--- src/rtl/hex_word_ascii_streamer.sv ---
// Streams a NIBBLES-digit hex word as uppercase ASCII characters, most significant digit first.
// Optional trailing CR/LF per word when HEX_STREAM_CRLF_EN is defined.
module hex_word_ascii_streamer #(
  parameter int NIBBLES = 4
) (
  input  logic                 clk,
  input  logic                 rst_n,
  input  logic                 in_valid,
  input  logic [4*NIBBLES-1:0] in_data,
  output logic                 in_ready,
  output logic                 out_valid,
  output logic [6:0]           out_char,
  input  logic                 out_ready,
  output logic                 busy
);

  localparam int IDX_W = (NIBBLES > 1) ? $clog2(NIBBLES) : 1;
  localparam logic [IDX_W-1:0] IDX_ONE  = IDX_W'(1);
  localparam logic [IDX_W-1:0] IDX_LAST = IDX_W'(NIBBLES - 1);

`ifdef HEX_STREAM_CRLF_EN
  typedef enum logic [1:0] {IDLE = 2'd0, SEND = 2'd1, CR = 2'd2, LF = 2'd3} state_t;
`else
  typedef enum logic [1:0] {IDLE = 2'd0, SEND = 2'd1} state_t;
`endif

  state_t               state_r;
  logic [IDX_W-1:0]     idx_r;
  logic [4*NIBBLES-1:0] word_r;
  logic                 out_valid_r;
  logic [6:0]           out_char_r;
  logic                 busy_r;
  logic                 in_ready_r;

  function automatic logic [6:0] hex_ascii(input logic [3:0] n);
    logic [6:0] c;
    if (n < 4'd10) begin
      c = 7'h30 + {3'b000, n};
    end else begin
      c = 7'h37 + {3'b000, n};  // 0x41 + (n - 10)
    end
    return c;
  endfunction

  function automatic logic [3:0] nibble_at(input logic [4*NIBBLES-1:0] w,
                                           input logic [IDX_W-1:0] i);
    logic [4*NIBBLES-1:0] sh;
    sh = w >> {i, 2'b00};
    return sh[3:0];
  endfunction

  // Stream state machine; every output is a register updated alongside the state.
  always_ff @(posedge clk or negedge rst_n) begin
    if (!rst_n) begin
      state_r     <= IDLE;
      idx_r       <= '0;
      word_r      <= '0;
      out_valid_r <= 1'b0;
      out_char_r  <= 7'h00;
      busy_r      <= 1'b0;
      in_ready_r  <= 1'b1;
    end else begin
      case (state_r)
        IDLE: begin
          if (in_valid && in_ready_r) begin
            word_r      <= in_data;
            idx_r       <= IDX_LAST;
            out_char_r  <= hex_ascii(in_data[4*NIBBLES-1 -: 4]);
            out_valid_r <= 1'b1;
            busy_r      <= 1'b1;
            in_ready_r  <= 1'b0;
            state_r     <= SEND;
          end else begin
            state_r <= IDLE;
          end
        end
        SEND: begin
          if (out_ready) begin
            if (idx_r == '0) begin
`ifdef HEX_STREAM_CRLF_EN
              out_char_r <= 7'h0D;
              state_r    <= CR;
`else
              out_char_r  <= 7'h00;
              out_valid_r <= 1'b0;
              busy_r      <= 1'b0;
              in_ready_r  <= 1'b1;
              state_r     <= IDLE;
`endif
            end else begin
              idx_r      <= idx_r - IDX_ONE;
              out_char_r <= hex_ascii(nibble_at(word_r, idx_r - IDX_ONE));
            end
          end else begin
            state_r <= SEND;
          end
        end
`ifdef HEX_STREAM_CRLF_EN
        CR: begin
          if (out_ready) begin
            out_char_r <= 7'h0A;
            state_r    <= LF;
          end else begin
            state_r <= CR;
          end
        end
        LF: begin
          if (out_ready) begin
            out_char_r  <= 7'h00;
            out_valid_r <= 1'b0;
            busy_r      <= 1'b0;
            in_ready_r  <= 1'b1;
            state_r     <= IDLE;
          end else begin
            state_r <= LF;
          end
        end
`endif
        default: begin
          idx_r       <= '0;
          out_char_r  <= 7'h00;
          out_valid_r <= 1'b0;
          busy_r      <= 1'b0;
          in_ready_r  <= 1'b1;
          state_r     <= IDLE;
        end
      endcase
    end
  end

  assign in_ready  = in_ready_r;
  assign out_valid = out_valid_r;
  assign out_char  = out_char_r;
  assign busy      = busy_r;

endmodule

--- config.mk ---
export PLATFORM = sky130hd
export DESIGN_NAME = hex_word_ascii_streamer
export DESIGN_NICKNAME = d
export VERILOG_FILES = /design/src/rtl/hex_word_ascii_streamer.sv
export SDC_FILE = /design/constraint.sdc
export NUM_CORES = 1
export LEC_CHECK = 0
export BUFFER_PORTS_ARGS = -buffer_cell sky130_fd_sc_hd__buf_4
export CELL_PAD_IN_SITES_DETAIL_PLACEMENT = 0
export CELL_PAD_IN_SITES_GLOBAL_PLACEMENT = 1
export CORE_UTILIZATION = 32
export DETAILED_ROUTE_END_ITERATION = 10
export GPL_TIMING_DRIVEN = 1
export PLACE_DENSITY_LB_ADDON = 0.15
export SKIP_LAST_GASP = 1
export SLEW_MARGIN = 20
export SYNTH_ARGS = -nofsm -noshare
export SYNTH_HDL_FRONTEND = slang
export SYNTH_SLANG_ARGS = --single-unit
--- constraint.sdc ---
create_clock -name clk -period 2.2 [get_ports clk]
set_input_delay 0.11 -clock clk [delete_from_list [all_inputs] [get_ports clk]]
set_output_delay 0.11 -clock clk [all_outputs]
set_load 0.02 [all_outputs]
==> results.sh <==
export IMPL_slew_violations=0
export IMPL_p_int_uw=673.3
export IMPL_n_antenna_cell=0
export IMPL_clk_path_buf_depth=2
export IMPL_crit_slowest_cell="mux4_2"
export IMPL_swShare=0.2166
export IMPL_antenna_left=0
export IMPL_netlist_area_sq_um=1399
export IMPL_cts_tree="done"
export IMPL_die_area_sq_um=4640
export IMPL_die_h_microns=68.12
export IMPL_cts_htree_levels=1
export IMPL_synth_edf_count=0
export IMPL_vias=1136
export IMPL_hold_viol=0
export IMPL_critPathCapture="out_char[2]"
export IMPL_ir_drop_v=0.0001926
export IMPL_routed_wirelength_microns=3128
export IMPL_critPathKind="reg -> reg"
export IMPL_wl_per_cell_microns=13.14
export IMPL_utilization=0.4219
export IMPL_drive_gt1_frac=0.2287
export IMPL_arrival_ns=2.14
export IMPL_slew_headroom=0.7636
export IMPL_setup_tns_ns=0
export IMPL_p_per_area_nw_per_um2=498.5
export IMPL_cts_root_buffer_cell="clkbuf_8"
export IMPL_gp_congestion=0.8446
export IMPL_p_clk_frac=0.337
export IMPL_port_buffers=29
export IMPL_clk_latency_ns=0.27
export IMPL_seq_area_frac_synth=0.5018
export IMPL_synth_flop_cell="dfrtp_1"
export IMPL_async_reset_ff_frac=1.000
export IMPL_p_switching_uw=186.2
export IMPL_fmax_mhz=508.3
export IMPL_final_nets=212
export IMPL_cts_clk_slew_worst_paths_ns=0.10
export IMPL_yosysWarnings=0
export IMPL_grt_pass1_wl_microns=5299
export IMPL_syn_area_per_cell_sq_um=8.910
export IMPL_ys_seq_elements=28
export IMPL_crit_chain="inv_1 -> ha_1 -> mux4_2 -> inv_1 -> ha_1 -> o211ai_2 -> xnor2_1 -> a21oi_1 -> nor2_1"
export IMPL_finalCritPeriodShare=0.8942
export IMPL_fin_skew_ns=0.004463
export IMPL_cts_sinks=28
export IMPL_place_hpwl_microns=2376
export IMPL_cpPeakStageDelay_ns=0.39
export IMPL_critPathCaptureType="flop"
export IMPL_r2r_setup_slack_ns=0.23
export IMPL_final_period_minus_worst_setup_slack_ns=1.967
export IMPL_worst_path_max_fanout=5
export IMPL_rsz0062_at_grt="no"
export IMPL_start_util=0.3423
export IMPL_startpoint_type="flop"
export IMPL_use_met2=0.2647
export IMPL_postCtsSetupBuffers=0
export IMPL_setup_viol=0
export IMPL_grt_busiest_layer="met2"
export IMPL_power_share_combinational=0.065
export IMPL_grt_max_degree=29
export IMPL_grt_pass1_vias=1130
export IMPL_syn2layout_area_growth_pct=23.26
export IMPL_cap_violations=0
export IMPL_drtPass1Iterations=4
export IMPL_synthDistinctLibCells=27
export IMPL_fillers=445
export IMPL_drtIter0Drc=39
export IMPL_gr_usage_met3=0.02500
export IMPL_grt_total_usage=0.1557
export IMPL_netlist_instances=157
export IMPL_globalRoute_totalOverflow=0
export IMPL_dieWidth_microns=68.12
export IMPL_leakage_nw=0.8817
export IMPL_io_pins=30
export IMPL_r2r_cells=9
export IMPL_r2r_end="out_char[2]"
export IMPL_antenna_found_initial=0
export IMPL_route_detailed_drc=0
export IMPL_hp_class="in -> reg"
export IMPL_core_area_sq_um=4086
export IMPL_critPathRequiredTime_ns=2.37
export IMPL_core_rowCount=23
export IMPL_r2r_start="idx_r[1]"
export IMPL_vias_per_cell=4.773
export IMPL_p_seq_frac=0.598
export IMPL_numCtsBuffers=3
export IMPL_cp_startpoint="idx_r[1]"
export IMPL_worst_slew_pin_slew_ns=0.3547
export IMPL_syn_nets=180
export IMPL_status="completed"
export IMPL_met1_usage=0.2013
==> per-stage QoR <==
stage	total power [mW]	worst slack, ns	hold slack [ns]	instance area, sq um	instances
after floorplan	0.5361	0.2590	-0.1856	1399	157
after global placement	0.5792	0.3249	0.04702	1669	233
after detailed placement	0.5798	0.2381	0.04810	1669	233
after CTS	0.8712	0.2201	0.01431	1724	238
after global routing	0.9012	0.07483	0.01517	1724	238
final	0.8595	0.2328	0.01614	1724	238
==> worst max-delay path: cells and delay by family (launching register included) <==
family / cells / cell delay [ns]
multiplexers: 1 / 0.39
flip-flops: 1 / 0.36
AND/OR/NAND/NOR: 1 / 0.05
AO/OA/AOI/OAI: 2 / 0.23
XOR/XNOR: 1 / 0.13
buffers and inverters: 2 / 0.16
adder cells (fa/ha/maj): 2 / 0.55
==> cells in the mapped netlist, types with 2 or more instances <==
cell | number | area share
mux4_2 | 4 | 0.064
nor2_1 | 10 | 0.027
o21ai_1 | 5 | 0.018
inv_1 | 6 | 0.016
nand3_1 | 3 | 0.011
dfrtp_1 | 27 | 0.48
clkbuf_1 | 3 | 0.0080
ha_1 | 3 | 0.027
buf_2 | 2 | 0.0072
nor2b_1 | 2 | 0.0089
a21oi_1 | 8 | 0.029
xnor2_1 | 3 | 0.019
a22oi_1 | 2 | 0.011
o21ai_0 | 5 | 0.018
nand2_1 | 62 | 0.17
==> routing by layer <==
| layer | share of wire | wire, microns |
|---|---|---|
| met1 | 0.48 | 1510 |
| met2 | 0.48 | 1498 |
| met3 | 0.032 | 100 |
| met4 | 0.0058 | 18 |
| met5 | 0 | 0 |
==> sequential cells by signal, indices dropped and copies added (netlist names) <==
| register | flops |
|---|---|
| state_r | 1 |
| busy | 1 |
| idx_r | 2 |
| word_r | 16 |
| in_ready | 1 |
| out_char | 7 |
==> layout make-up <==
class / count / area [sq um] / area share
flip-flops and latches: 28 / 701.9 / 0.4071
repair buffers: 34 / 257.7 / 0.1495
well taps: 50 / 62.56 / 0.03628
inverters: 6 / 22.52 / 0.01306
clock buffers: 4 / 45.04 / 0.02612
multi-input cells: 116 / 634.4 / 0.3679
==> cells by family after synthesis <==
kind of cell | after synthesis | synth area share
adders and majority gates | 3 | 0.02684
buffers and inverters | 13 | 0.04472
muxes | 4 | 0.06440
and+or+nand+nor | 79 | 0.2254
AOI/OAI and AO/OA | 27 | 0.1181
DFF | 28 | 0.5018
xor gates and xnor gates | 3 | 0.01879
==> what timing repair did <==
| action | 4_1_cts | 5_1_grt |
|---|---|---|
| gates resized for setup | 0 | 0 |
| hold buffers | 1 | 0 |
| hold endpoints to repair | 27 | 0 |
==> worst min path at each step <==
stage                          start     endpoint  cells past startpoint
after detailed placement       rst_n  out_char[3]                      1
after floorplan                rst_n         busy                      0
after global routing      in_data[4]    word_r[4]                      3
after CTS                 in_data[9]    word_r[9]                      3
after global placement         rst_n  out_char[5]                      1
final                     in_data[9]    word_r[9]                      3
==> cell usage in the layout (no fill, tap or decap) <==
| cell type | instances |
|---|---|
| a211oi_1 | 1 |
| a21oi_1 | 8 |
| a22oi_1 | 2 |
| a31oi_1 | 1 |
| and4b_1 | 1 |
| buf_4 | 33 |
| clkbuf_1 | 1 |
| clkbuf_8 | 3 |
| dfrtp_1 | 27 |
| dfstp_2 | 1 |
| dlygate4sd3_1 | 1 |
| ha_1 | 3 |
| inv_1 | 6 |
| mux4_2 | 4 |
| nand2_1 | 62 |
| nand3_1 | 3 |
| nand3b_1 | 1 |
| nor2_1 | 10 |
| nor2b_1 | 2 |
| o211ai_2 | 1 |
| o21ai_0 | 5 |
| o21ai_1 | 5 |
| o21ai_2 | 1 |
| o21bai_1 | 1 |
| o2bb2ai_1 | 1 |
| o311ai_1 | 1 |
| xnor2_1 | 3 |
==> power by group through the flow <==
stage          clock [mW]  sequential, mW  combinational [mW]
6_report            0.289           0.514              0.0559
5_1_grt             0.323           0.514              0.0633
4_1_cts             0.300           0.514              0.0571
3_5_place_dp            0           0.524              0.0554
3_3_place_gp            0           0.524              0.0548
2_1_floorplan           0           0.525              0.0116
No activity file was read; power rests on OpenSTA's default activity.
